### src/rtl/rotary_quad_multi.sv
// rotary_quad_multi: multi-channel quadrature rotary-encoder front end.
// Per pin: 2-FF sync + debounce; per channel: detent decode and signed position counter.
module rotary_quad_multi #(
    parameter int unsigned NUM_CH   = 2,
    parameter int unsigned CNT_W    = 8,
    parameter int unsigned DEBOUNCE = 16,
    parameter int unsigned STEPS    = 4,
    parameter int unsigned SATURATE = 0
) (
    input  logic                    clk_clk,
    input  logic                    reset_reset_n,
    input  logic [2*NUM_CH-1:0]     rotary_in,
    input  logic [NUM_CH-1:0]       clear,
    output logic [NUM_CH-1:0]       rotary_cw,
    output logic [NUM_CH-1:0]       rotary_ccw,
    output logic [NUM_CH*CNT_W-1:0] position
);

    localparam int unsigned DB_W = (DEBOUNCE > 1) ? $clog2(DEBOUNCE) : 1;
    localparam logic [DB_W-1:0] DB_LAST = DB_W'(DEBOUNCE - 1);
    localparam logic signed [3:0] ACC_TOP = 4'(STEPS);
    localparam logic signed [CNT_W-1:0] POS_MAX = {1'b0, {(CNT_W-1){1'b1}}};
    localparam logic signed [CNT_W-1:0] POS_MIN = {1'b1, {(CNT_W-1){1'b0}}};

    logic [2*NUM_CH-1:0] sync1, sync2, deb, deb_prev;

    always_ff @(posedge clk_clk or negedge reset_reset_n) begin
        if (!reset_reset_n) begin
            sync1    <= '0;
            sync2    <= '0;
            deb_prev <= '0;
        end else begin
            sync1    <= rotary_in;
            sync2    <= sync1;
            deb_prev <= deb;
        end
    end

    for (genvar p = 0; p < 2*NUM_CH; p++) begin : g_pin
        logic [DB_W-1:0] cnt;
        logic            deb_bit;

        // A new level is taken on the edge where the stable count would reach DEBOUNCE.
        always_ff @(posedge clk_clk or negedge reset_reset_n) begin
            if (!reset_reset_n) begin
                cnt     <= '0;
                deb_bit <= 1'b0;
            end else if (sync2[p] == deb_bit) begin
                cnt <= '0;
            end else if (cnt == DB_LAST) begin
                cnt     <= '0;
                deb_bit <= sync2[p];
            end else begin
                cnt <= cnt + DB_W'(1);
            end
        end

        assign deb[p] = deb_bit;
    end

    for (genvar c = 0; c < NUM_CH; c++) begin : g_ch
        logic [1:0]              prev_idx, cur_idx, diff;
        logic signed [3:0]       acc, acc_sum, acc_next;
        logic                    fire_cw, fire_ccw;
        logic signed [CNT_W-1:0] pos, pos_next;
        logic                    cw_q, ccw_q;

        always_comb begin
            // {B,A} -> index in the CW Gray cycle 00,01,11,10; diff 1 = CW, 3 = CCW, 2 = invalid.
            prev_idx = {deb_prev[2*c+1], deb_prev[2*c+1] ^ deb_prev[2*c]};
            cur_idx  = {deb[2*c+1], deb[2*c+1] ^ deb[2*c]};
            diff     = cur_idx - prev_idx;
            acc_sum  = acc;
            if (diff == 2'd1) begin
                acc_sum = acc + 4'sd1;
            end else if (diff == 2'd3) begin
                acc_sum = acc - 4'sd1;
            end
            fire_cw  = (acc_sum == ACC_TOP);
            fire_ccw = (acc_sum == -ACC_TOP);
            if (diff == 2'd2 || fire_cw || fire_ccw) begin
                acc_next = '0;
            end else begin
                acc_next = acc_sum;
            end

            pos_next = pos;
            if (clear[c]) begin
                pos_next = '0;
            end else if (fire_cw) begin
                if (SATURATE == 0 || pos != POS_MAX) pos_next = pos + CNT_W'(1);
            end else if (fire_ccw) begin
                if (SATURATE == 0 || pos != POS_MIN) pos_next = pos - CNT_W'(1);
            end
        end

        always_ff @(posedge clk_clk or negedge reset_reset_n) begin
            if (!reset_reset_n) begin
                acc   <= '0;
                pos   <= '0;
                cw_q  <= 1'b0;
                ccw_q <= 1'b0;
            end else begin
                acc   <= acc_next;
                pos   <= pos_next;
                cw_q  <= fire_cw;
                ccw_q <= fire_ccw;
            end
        end

        assign rotary_cw[c]                 = cw_q;
        assign rotary_ccw[c]                = ccw_q;
        assign position[c*CNT_W +: CNT_W]   = pos;
    end

endmodule

### config.mk
export PLATFORM = sky130hd
export DESIGN_NAME = rotary_quad_multi
export DESIGN_NICKNAME = d
export VERILOG_FILES = /design/src/rtl/rotary_quad_multi.sv
export SDC_FILE = /design/constraint.sdc
export NUM_CORES = 1
export LEC_CHECK = 0
export ABC_AREA = 0
export BUFFER_PORTS_ARGS = -buffer_cell sky130_fd_sc_hd__buf_2
export CORE_UTILIZATION = 54
export DETAILED_ROUTE_END_ITERATION = 10
export PLACE_DENSITY_LB_ADDON = 0.25
export SKIP_LAST_GASP = 1
export SLEW_MARGIN = 0
export SYNTH_ARGS = -nofsm -noshare
export SYNTH_HDL_FRONTEND = slang
export SYNTH_SLANG_ARGS = --single-unit
### constraint.sdc
create_clock -name clk_clk -period 3.6 [get_ports clk_clk]
set_input_delay 0.18 -clock clk_clk [delete_from_list [all_inputs] [get_ports clk_clk]]
set_output_delay 0.18 -clock clk_clk [all_outputs]
set_load 0.05 [all_outputs]
After elaboration in Yosys (flattened, before gate mapping). Index checks and enable logic that the tools add are counted.

$add $sub $neg: 14. Eq/ne operators: 18. Muxes and demuxes: 20. Bitwise logic cells: 8. Reduce and logical (&&, ||, !) cells: 10.

Operators with widths (number): $mux 4 (14); $mux 8 (6); $eq 4x4->1 const B (6); $add 4x1->4 const B (4); $add 8x2->8 const B (2); $sub 8x2->8 const B (2); $add 4x2->4 const B (2); $eq 2x2->1 const B (4); $eq 4x3->1 const B (2); $reduce_and 2->1 (4); $sub 4x2->4 const B (2); $reduce_bool 3->1 (2); $eq 1x1->1 (4); $eq 2x1->1 const B (2); $logic_or 1x1->1 (4); $not 1->1 (4); $sub 2x2->2 (2); $xor 1x1->1 (4).

Flip-flop bits (word level): 60. Output and inout bits: 20.

Logic depth before layout (Yosys ltp). Gate-level depths: netlist of run 1.

Depth after elaboration: 9. Mapped depth: 17. Depth with buffers taken out: 15.

Worst setup path before layout of run 1. Ideal clock, no wire load.

Kind: register -> register. Start point: register g_pin[1].deb_bit. End point: register g_ch[0].pos[6]. Setup time: 120 ps. Arrival: 3623 ps. Required time: 3480 ps. Slack: -143 ps. Stages on the path, launching flop included: 17. Period minus slack after synthesis: 3743 ps. Cell sequence: dfrtp_1 > xnor2_1 > ha_1 > xnor3_2 > mux2_4 > o311ai_1 > o21a_1 > buf_6 > buf_12 > nand2_1 > ha_1 > nor2b_1 > o21ai_0 > a21boi_0 > o21a_1 > or3_1 > a41o_1.

Cells in the longest elaborated chain, start to end: 8. Elaborated cells on any way between the ends: 11. Those cells by class: add/sub (1); eq/ne (4); mux (4); bitwise (1); reduce/logical (1).

Ends and longest elaborated chain: start, declared (RTL line 41) `logic deb_bit;`; start signal, assigned (RTL line 52) `deb_bit <= sync2[p];`; $xor 1x1->1 (RTL line 71) `cur_idx = {deb[2*c+1], deb[2*c+1] ^ deb[2*c]};`; $sub 2x2->2 (*) (RTL line 72) `diff = cur_idx - prev_idx;`; $eq 2x2->1 (RTL line 76) `end else if (diff == 2'd3) begin`; $mux 4 (RTL line 76); $mux 4 (*) (RTL line 74) `if (diff == 2'd1) begin`; $eq 4x4->1 (RTL line 79) `fire_cw = (acc_sum == ACC_TOP);`; $mux 8 (RTL line 90) `end else if (fire_cw) begin`; $mux 8 (RTL line 88) `if (clear[c]) begin`; end signal, assigned (RTL line 105) `pos <= pos_next;`; end, declared (RTL line 65) `logic signed [CNT_W-1:0] pos, pos_next;`.

Every way passes the cells marked *; elsewhere a longest branch is shown, timed or not. A chain may end at the register's enable or synchronous reset.

Final worst setup path of run 1. Ends and elaborated chain as after synthesis.

==> results.json, run 1 <==
{
  "synth_xor_area_share_pct": 8.84,
  "drv_cap": 0,
  "grt_usage_pct": 19.3,
  "drive_gt1_share_pct": 27.8,
  "grt_max_degree": 42,
  "hold_ws_ns": -0.0187,
  "overflow": 0,
  "cp.required_ns": 3.82,
  "setup_violations": 0,
  "yosys.area.top_type": "dfrtp_1",
  "dpl-instance-area_sq_um": 3460,
  "hold_path_class": "input pin to async pin",
  "worstSetupEndpointType": "register",
  "p_leak_nw": 1.82,
  "io_buffers": 27,
  "finalNonFillerCells": 425,
  "synthToLayoutAreaGrowth_pct": 21.0,
  "yosys_warnings": 0,
  "dp_hpwl_mm": 3.63,
  "ys_seq_area_share_pct": 46.7,
  "synthTopCellsByArea": "dfrtp_1, ha_1, xnor2_1, mux2i_1, o21ai_0",
  "synthMuxAreaShare_pct": 5.61,
  "hold_viol": 40,
  "fmax_mhz": 289,
  "finClkSkew_ns": 0.00695,
  "ff2ff_setup_slack_ns": 0.15,
  "routed_via_density": 5.29,
  "timing.rr.start": "g_pin[1].deb_bit",
  "dr.pass1.iters": 4,
  "fin_nets": 381,
  "antenna_found_initial": 0,
  "fin_ws_ns": 0.145,
  "synth_compound_area_share_pct": 11.3,
  "drtIter0Drc": 90,
  "ant_nets": 0,
  "rows": 27,
  "reg2reg_depth": 15,
  "routed_wl_mm": 5.56,
  "fp.dieW_um": 79.1,
  "path_depth": 15,
  "fin_area_sq_um": 3880,
  "layout_common_cells": "dfrtp_1, buf_2, buf_4",
  "slew_viol_final": 0,
  "rsz0062_at_grt": "true",
  "syn_area_sq_um": 3210,
  "cts.sinks": 60,
  "clock_tree.root_cell": "clkbuf_8",
  "grt_pass1_wl_mm": 9.28,
  "via_count": 2247,
  "period_needed_ns": 3.45,
  "ys_async_sr_fraction_pct": 100,
  "critPathKind": "register to register",
  "synth_edf_count": 0,
  "synth.avg_cell_area_sq_um": 11.0,
  "final_common_cell": "dfrtp_1",
  "gp_congestion": 0.852,
  "synth_adder_area_share_pct": 9.82,
  "place_ws_ns": 0.0727,
  "design.portCount": 28,
  "cp_max_fo": 7,
  "violations": "hold timing",
  "cts_tree": "yes",
  "drt-wirelength-per-cell_um": 13.1,
  "synth_top_family_by_area": "simple AND/OR/NAND/NOR gates",
  "slew-limit-headroom_pct": 39.5,
  "yosys.area.top_type_share_pct": 46.7,
  "worst_pin_slew_ns": 0.907,
  "grt_pass1_vias": 2164,
  "num-fill-cells": 428,
  "clock_latency_ns": 0.33,
  "clk_pin_slew_ns": 0.06,
  "start_kind": "register",
  "post-route-period-util_pct": 96.0,
  "synth_cell_types": 43,
  "cp_cell_sequence": "xnor2_2 -> ha_2 -> xnor3_2 -> buf_6 -> xnor2_2 -> o311ai_2 -> o21a_1 -> nand2_4 -> ha_4 -> nor2b_1 -> o21ai_1 -> a21boi_1 -> o21a_1 -> or3_1 -> a41o_1",
  "synth_nets": 325,
  "h-tree-depth": 3,
  "diodes": 0,
  "worstPathArrival_ns": 3.67,
  "cts_buffer_depth": 2,
  "core_area_sq_um": 5610,
  "powerDensity_nw_per_um2": 350,
  "path_delay_family": "compound AO/OA/AOI/OAI gates",
  "dieArea_sq_um": 6260,
  "synth_flop_cell": "dfrtp_1",
  "peakVddDrop_uv": 216,
  "critical_path.max_stage_delay_ns": 0.41,
  "numCtsBuffers": 9,
  "netlist_instances": 293,
  "cpMaxStageDelayCell": "dfrtp_1",
  "drc_errors": 0,
  "place_inst": 393,
  "start_util_pct": 57.3,
  "status": "complete, but fails checks",
  "die_h_um": 79.1,
  "ys_ff_latch": 60,
  "worst-path-buf-inv": 1,
  "reg2reg_to": "g_ch[0].pos[6]",
  "synth-simple-area-share_pct": 13.1
}
-- power by group --
group	total, W	switching [W]	leakage, nW	internal (W)
Clock	0.000576	0.000242	0.0935	0.000335
Sequential	0.000712	0.0000183	0.808	0.000693
Combinational	0.0000732	0.0000416	0.924	0.0000316
-- synth_stat cells (all sizes together) (2+ instances only) --
| cell | n |
|---|---|
| dfrtp | 60 |
| nor2 | 24 |
| ha | 22 |
| o21ai | 20 |
| xnor2 | 20 |
| inv | 18 |
| a21oi | 16 |
| mux2i | 12 |
| nor2b | 10 |
| nand3 | 8 |
| buf | 7 |
| nor3b | 7 |
| xor2 | 7 |
| nand2 | 6 |
| nor3 | 6 |
| mux2 | 5 |
| nand4b | 5 |
| a211oi | 4 |
| clkbuf | 4 |
| nand2b | 4 |
| a31oi | 3 |
| o21a | 3 |
| a21boi | 2 |
| a21o | 2 |
| a31o | 2 |
| a41o | 2 |
| fa | 2 |
| or3 | 2 |
| xnor3 | 2 |
-- worst max path at each step --
stage | startpoint | endpoint | slack (ns)
after floorplan | g_pin[1].deb_bit | g_ch[0].pos[6] | 0.004
after global placement | g_pin[0].deb_bit | g_ch[0].pos[6] | 0.11
after detailed placement | g_pin[0].deb_bit | g_ch[0].pos[6] | 0.07
after CTS | g_pin[0].deb_bit | g_ch[0].pos[6] | 0.05
after global routing | deb_prev[3] | g_ch[1].pos[6] | -0.06
final | g_pin[1].deb_bit | g_ch[0].pos[6] | 0.15
-- kinds of logic after synthesis --
family	after synthesis
adder cells (fa/ha/maj)	24
AO/OA/AOI/OAI	57
flip-flops	60
multiplexers	17
AND/OR/NAND/NOR	77
buffers and inverters	29
XOR/XNOR	29
-- per-stage QoR --
step | util (%) | TNS [ns] | power (W) | hold WS [ns]
2_1_floorplan | - | 0 | 0.000760 | -0.116
3_3_place_gp | 61.7 | 0 | 0.000787 | 0.288
3_5_place_dp | 61.7 | 0 | 0.000789 | 0.290
4_1_cts | 65.7 | 0 | 0.00137 | 0.00875
5_1_grt | 69.3 | -0.123 | 0.00142 | 0.0572
6_report | 69.3 | 0 | 0.00136 | -0.0187
-- sequential cells by signal, indices dropped and copies added (netlist names) --
signal,count
deb_prev,4
g_ch.acc,8
g_ch.ccw_q,2
g_ch.cw_q,2
g_ch.pos,16
g_pin.cnt,16
g_pin.deb_bit,4
sync1,4
sync2,4
-- final cells by class --
class | count | area, sq um | area share (%)
Tap cell | 72 | 90.1 | 2.32
Multi-Input combinational cell | 204 | 1670 | 43.1
Inverter | 18 | 67.6 | 1.74
Clock inverter | 2 | 35.0 | 0.902
Timing Repair Buffer | 56 | 367 | 9.44
Sequential cell | 60 | 1500 | 38.7
Clock buffer | 13 | 149 | 3.83
-- routing by layer --
layer	track usage (%)	vias up	share of wire (%)
li1	-	1128	-
met1	24.1	1068	47
met2	31.2	40	48
met3	3.10	11	3.2
met5	0	-	0
met4	12.4	0	1.7
-- worst register-to-register path, stage by stage (launching register included) --
cell	delay [ns]
dfrtp_1	0.41
xnor2_2	0.17
ha_2	0.18
xnor3_2	0.27
buf_6	0.16
xnor2_2	0.15
o311ai_2	0.27
o21a_1	0.22
nand2_4	0.11
ha_4	0.28
nor2b_1	0.13
o21ai_1	0.16
a21boi_1	0.11
o21a_1	0.18
or3_1	0.30
a41o_1	0.24
-- repair_timing --
action,in CTS,in global routing
resized for setup,0,29
hold buffers,4,0
endpoints found under the hold margin,4,0
setup endpoints to repair,0,5
buffers inserted,0,13
No activity file was read; power rests on OpenSTA's default activity.
==> inputs of run 2 (changes only) <==
--- a/config.mk
+++ b/config.mk
@@ -5,13 +5,13 @@
 export SDC_FILE = /design/constraint.sdc
 export NUM_CORES = 1
 export LEC_CHECK = 0
-export ABC_AREA = 0
+export ABC_AREA = 1
 export BUFFER_PORTS_ARGS = -buffer_cell sky130_fd_sc_hd__buf_2
 export CORE_UTILIZATION = 54
 export DETAILED_ROUTE_END_ITERATION = 10
 export PLACE_DENSITY_LB_ADDON = 0.25
 export SKIP_LAST_GASP = 1
-export SLEW_MARGIN = 0
+export SLEW_MARGIN = 20
 export SYNTH_ARGS = -nofsm -noshare
 export SYNTH_HDL_FRONTEND = slang
 export SYNTH_SLANG_ARGS = --single-unit
==> run 2 against run 1 <==
  * The run now ends clean
  * Total power is 53% higher
  * Synthesized cell count is 26% higher
  * Clock skew grew 0.0018 ns
  * Utilization decreased by 5.3 points
  * Worst hold slack improved by 0.14 ns
  * Synthesized area is 4.8% higher
  * Clock-buffer cell count shrank 4
  * Cell count rose by 15%
  * Register-to-register slack better by 0.15 ns
  * Highest routed layer unchanged
==> results.json, run 2 <==
{
  "status": "finished, final reports clean",
  "synthToLayoutAreaGrowth_pct": 13.2,
  "critPathKind": "register to register",
  "synth_edf_count": 0,
  "p_leak_nw": 1.97,
  "cp_max_fo": 8,
  "final_common_cell": "dfrtp_1",
  "grt_max_degree": 34,
  "clk_pin_slew_ns": 0.08,
  "cts_buffer_depth": 2,
  "fin_nets": 442,
  "rows": 28,
  "fp.dieW_um": 81.0,
  "powerDensity_nw_per_um2": 546,
  "hold_ws_ns": 0.125,
  "fmax_mhz": 302,
  "hold_path_class": "input pin to register",
  "fin_ws_ns": 0.290,
  "crit_top_cell": "nand2_1",
  "ant_nets": 0,
  "worstSetupEndpointType": "register",
  "diodes": 0,
  "die_h_um": 81.0,
  "synth_nets": 402,
  "reg2reg_to": "g_ch[0].pos[6]",
  "cts_tree": "yes",
  "routed_via_density": 4.98,
  "syn_area_sq_um": 3370,
  "hold_start": "clear[0]",
  "cpMaxStageDelayCell": "dfrtp_1",
  "finClkSkew_ns": 0.00875,
  "start_util_pct": 56.5,
  "synth_cell_types": 34,
  "period_needed_ns": 3.31,
  "synth.avg_cell_area_sq_um": 9.10,
  "clock_tree.root_cell": "clkbuf_8",
  "grt_usage_pct": 19.5,
  "gp_congestion": 0.830,
  "num-fill-cells": 505,
  "drv_cap": 0,
  "yosys.area.top_type_share_pct": 44.6,
  "cp_cell_sequence": "xnor2_1 -> ha_1 -> inv_1 -> nand2_1 -> xor2_1 -> nand2_1 -> nand2_2 -> nor2_1 -> nand2_2 -> ha_2 -> nand2_1 -> o21ai_0 -> a21oi_1 -> o21ba_2 -> xor2_1 -> o21ai_2",
  "io_buffers": 27,
  "critical_path.max_stage_delay_ns": 0.45,
  "grt_pass1_wl_mm": 9.60,
  "yosys-top-cells-count": "dfrtp_1, nand2_1, inv_1, nor2_1, nand3_1",
  "cp.required_ns": 3.83,
  "yosys.area.top_type": "dfrtp_1",
  "slew_viol_final": 0,
  "start_kind": "register",
  "dieArea_sq_um": 6550,
  "worstHoldPathCells": 2,
  "layout_common_cells": "dfrtp_1, nand2_1, inv_1",
  "drtIter0Drc": 96,
  "dr.pass1.iters": 4,
  "dp_hpwl_mm": 4.13,
  "via_count": 2439,
  "netlist_instances": 370,
  "post-route-period-util_pct": 91.9,
  "cts.sinks": 60,
  "drive_gt1_share_pct": 22.2,
  "worstPathArrival_ns": 3.54,
  "cp-startpoint": "g_pin[1].deb_bit",
  "core_area_sq_um": 5960,
  "synth_flop_cell": "dfrtp_1",
  "yosys_warnings": 0,
  "rsz0062_at_grt": "true",
  "hold_viol": 0,
  "place_ws_ns": 0.206,
  "numCtsBuffers": 9,
  "drc_errors": 0,
  "routed_wl_mm": 5.61,
  "ys_async_sr_fraction_pct": 100,
  "setup_violations": 0,
  "design.portCount": 28,
  "ys_seq_area_share_pct": 44.6,
  "peakVddDrop_uv": 379,
  "top_regs": "g_ch.pos x16, g_pin.cnt x16, g_ch.acc x8",
  "antenna_found_initial": 0,
  "worst_pin_slew_ns": 0.724,
  "ys_ff_latch": 60,
  "h-tree-depth": 3,
  "power_w": 0.00208,
  "grt_pass1_vias": 2192,
  "ff2ff_setup_slack_ns": 0.29,
  "slew-limit-headroom_pct": 51.7,
  "synthTopCellsByArea": "dfrtp_1, ha_1, nand2_1, inv_1, nor2_1",
  "reg2reg_depth": 16,
  "timing.rr.start": "g_pin[1].deb_bit",
  "drt-wirelength-per-cell_um": 11.4,
  "yosysMostFrequentCell": "dfrtp_1",
  "holdPathEnd": "g_ch[0].pos[5]",
  "clock_latency_ns": 0.34,
  "overflow": 0
}
run 2: cell count changes after synthesis, sizes merged, moves of 10 or more:
cell,previous run,this run
inv,18,53
mux2i,12,0
nand2,6,74
nand3,8,28
nor2,24,40
nor2b,10,0
run 2: what timing repair did:
action | CTS | global route
setup endpoints to repair | 0 | 2
hold endpoints to repair | 36 | 0
gates resized for setup | 0 | 3
hold buffers | 5 | 0
setup buffers | 0 | 0
run 2: layout make-up:
cell class | count | area, sq um | share of cell area [%]
multi-input combinational | 253 | 1640 | 43.0
sequential | 60 | 1500 | 39.4
inverter | 53 | 201 | 5.29
timing repair buffer | 33 | 193 | 5.06
clock buffer | 9 | 124 | 3.25
tap | 75 | 93.8 | 2.46
clock inverter | 7 | 58.8 | 1.54
run 2: critical path: cells and delay by family (launching register included):
kind | cells | cell delay (ns)
fa+ha+maj | 2 | 0.76
simple gates | 6 | 0.67
flops | 1 | 0.45
xor+xnor | 3 | 0.47
buf+inv | 1 | 0.17
compound gates | 4 | 0.67
run 2: power by group:
part | switching [W] | internal (W)
Combinational | 0.000471 | 0.000263
Clock | 0.000298 | 0.000258
Sequential | 0.0000530 | 0.000736
Total | 0.000822 | 0.00126
run 2: worst max-delay path by stage:
stage                     endpoint  cells past startpoint
finish              g_ch[0].pos[6]                     16
CTS                 g_ch[0].pos[6]                     16
global route        g_ch[0].pos[6]                     16
floorplan           g_ch[0].pos[6]                     16
global placement    g_ch[0].pos[6]                     16
detailed placement  g_ch[0].pos[6]                     16
run 2: cells by family after synthesis:
family / after synthesis / synth area share [%]
AND/OR/NAND/NOR: 148 / 21.5
flip-flops: 60 / 44.6
buffers and inverters: 57 / 6.88
AO/OA/AOI/OAI: 52 / 9.93
XOR/XNOR: 27 / 7.03
adder cells (fa/ha/maj): 24 / 9.37
multiplexers: 2 / 0.669
run 2: per-layer routing:
metal	vias to the layer above	part of all wire, %	global-route usage, %
li1	1267	-	-
met4	0	1.7	11.4
met1	1131	48	25.0
met3	9	2.7	4.16
met2	32	47	30.3
met5	-	0	0
run 2: per-stage QoR:
step | TNS, ns | utilization (%) | instance area, sq um | cells
finish | 0 | 64.0 | 3810 | 490
global route | -0.0125 | 64.0 | 3810 | 490
CTS | 0 | 63.9 | 3800 | 490
detailed placement | 0 | 60.0 | 3570 | 469
global placement | 0 | 60.0 | 3570 | 469
floorplan | 0 | - | 3370 | 370
==> inputs of run 3 (changes only) <==
--- a/config.mk
+++ b/config.mk
@@ -6,10 +6,11 @@
 export NUM_CORES = 1
 export LEC_CHECK = 0
 export ABC_AREA = 1
-export BUFFER_PORTS_ARGS = -buffer_cell sky130_fd_sc_hd__buf_2
-export CORE_UTILIZATION = 54
+export CORE_UTILIZATION = 57
 export DETAILED_ROUTE_END_ITERATION = 10
+export DONT_BUFFER_PORTS = 1
 export PLACE_DENSITY_LB_ADDON = 0.25
+export SETUP_SLACK_MARGIN = 0.4
 export SKIP_LAST_GASP = 1
 export SLEW_MARGIN = 20
 export SYNTH_ARGS = -nofsm -noshare
==> run 3 against run 2 <==
  * Flip-flop and latch count unchanged
  * Sequential power increased by 16%
  * Die area decreased by 5.1%
  * Via count decreased by 1.7%
  * Sequential share of layout area decreased by 0.51 points
  * Worst hold slack got worse by 0.073 ns
  * Critical path type unchanged
  * Critical endpoint unchanged
  * Largest power group unchanged
==> results.json, run 3 (synthesis gave the netlist of run 2 again) <==
{
  "status": "finished, final reports clean",
  "clock_tree.root_cell": "clkbuf_8",
  "grt_usage_pct": 21.2,
  "gp_congestion": 0.860,
  "peakVddDrop_uv": 378,
  "cts.sinks": 60,
  "cts_buffer_depth": 2,
  "holdPathEnd": "g_ch[0].pos[4]",
  "setup_tns_ns": 0,
  "worst_pin_slew_ns": 0.574,
  "p_leak_nw": 1.91,
  "grt_pass1_wl_mm": 10.2,
  "drtIter0Drc": 83,
  "hold_path_class": "input pin to register",
  "worstSetupEndpointType": "register",
  "h-tree-depth": 3,
  "top_regs": "g_ch.pos x16, g_pin.cnt x16, g_ch.acc x8",
  "hold_ws_ns": 0.0522,
  "path_delay_family": "adder cells",
  "overflow": 0,
  "routed_wl_mm": 5.90,
  "drive_gt1_share_pct": 22.2,
  "layout_common_cells": "dfrtp_1, nand2_1, inv_1",
  "core_area_sq_um": 5610,
  "design.portCount": 28,
  "worst-path-buf-inv": 1,
  "worstPathArrival_ns": 3.23,
  "clk_pin_slew_ns": 0.06,
  "grt_max_degree": 61,
  "slew_viol_final": 0,
  "io_buffers": 0,
  "rows": 27,
  "cp_cell_sequence": "xnor2_2 -> ha_4 -> inv_2 -> nand2_1 -> xor2_1 -> nand2_1 -> nand2_2 -> nor2_1 -> nand2_2 -> ha_2 -> nand2_1 -> o21ai_2 -> a21oi_1 -> o21ba_2 -> xor2_1 -> o21ai_2",
  "ant_nets": 0,
  "critical_path.max_stage_delay_ns": 0.44,
  "setup_violations": 0,
  "rsz0062_at_grt": "true",
  "period_needed_ns": 3.00,
  "reg2reg_depth": 16,
  "crit_top_cell": "nand2_1",
  "cp.required_ns": 3.82,
  "critPathKind": "register to register",
  "cpMaxStageDelayCell": "dfrtp_2",
  "fmax_mhz": 333,
  "clock_latency_ns": 0.34,
  "via_count": 2398,
  "slew-limit-headroom_pct": 61.7,
  "cp_max_fo": 7,
  "fp.dieW_um": 78.8,
  "worstHoldPathCells": 3,
  "grt_pass1_vias": 2397,
  "routed_via_density": 5.11,
  "post-route-period-util_pct": 83.4,
  "powerDensity_nw_per_um2": 573,
  "drc_errors": 0,
  "finClkSkew_ns": 0.00507,
  "drt-wirelength-per-cell_um": 12.6,
  "diodes": 0,
  "dieArea_sq_um": 6220,
  "antenna_found_initial": 0,
  "dr.pass1.iters": 4,
  "die_h_um": 78.8,
  "timing.rr.start": "g_pin[0].deb_bit",
  "final_common_cell": "dfrtp_1",
  "reg2reg_to": "g_ch[0].pos[6]",
  "finish.utilization_pct": 69.0,
  "synthToLayoutAreaGrowth_pct": 15.0,
  "drv_cap": 0,
  "dp_hpwl_mm": 4.02,
  "start_util_pct": 60.0,
  "start_kind": "register",
  "cts_tree": "yes",
  "fin_nets": 424,
  "hold_viol": 0,
  "numCtsBuffers": 9,
  "ff2ff_setup_slack_ns": 0.60,
  "hold_start": "clear[0]"
}
[run 3: per-stage QoR]
step | setup WS (ns) | cell area (sq um) | power [W] | instances
finish | 0.599 | 3870 | 0.00222 | 469
global route | 0.363 | 3870 | 0.00235 | 469
CTS | 0.357 | 3740 | 0.00218 | 462
detailed placement | 0.181 | 3430 | 0.00148 | 438
global placement | 0.236 | 3430 | 0.00146 | 438
floorplan | 0.596 | 3370 | 0.00139 | 370
[run 3: final cells by class]
cell class                      count  area [sq um]
Multi-Input combinational cell    253          1710
Sequential cell                    60          1510
Fill cell                         452          1740
Timing Repair Buffer               15           150
Inverter                           53           201
Tap cell                           72          90.1
Clock buffer                       11           141
Clock inverter                      5          75.1
[run 3: metal layers]
layer  vias up  global-route usage, %  share of wire (%)
li1       1228                      -                  -
met1      1133                   26.4                 48
met2        25                   35.0                 48
met3        12                   3.91                2.5
met4         0                   11.8                2.4
met5         -                      0                  0
[run 3: worst max path at each step]
| stage | start | to | slack [ns] | cells past startpoint |
|---|---|---|---|---|
| floorplan | g_pin[1].deb_bit | g_ch[0].pos[6] | 0.60 | 16 |
| global placement | g_pin[1].deb_bit | g_ch[0].pos[6] | 0.24 | 16 |
| detailed placement | g_pin[1].deb_bit | g_ch[0].pos[6] | 0.18 | 16 |
| CTS | g_pin[1].deb_bit | g_ch[0].pos[6] | 0.36 | 16 |
| global route | g_pin[0].deb_bit | g_ch[0].pos[6] | 0.36 | 16 |
| finish | g_pin[0].deb_bit | g_ch[0].pos[6] | 0.60 | 16 |
[run 3: worst register-to-register path: cells and delay by family (launching register included)]
kind | cells | cell delay [ns]
AO/OA/AOI/OAI | 4 | 0.56
AND/OR/NAND/NOR | 6 | 0.63
XOR/XNOR | 3 | 0.51
buffers and inverters | 1 | 0.10
adder cells (fa/ha/maj) | 2 | 0.66
flip-flops | 1 | 0.44
[run 3: report_power, final]
part           internal, W  total (W)  switching [W]
combinational     0.000267   0.000632       0.000365
clock             0.000405   0.000666       0.000261
sequential        0.000734   0.000918       0.000184
total              0.00141    0.00222       0.000810
[run 3: repair_timing]
item                                   4_1_cts  5_1_grt
setup endpoints to repair                    4        8
resized for setup                            4       19
pin swaps                                    0        6
hold buffers                                 8        0
endpoints found under the hold margin       68        0
setup buffers                                0        7
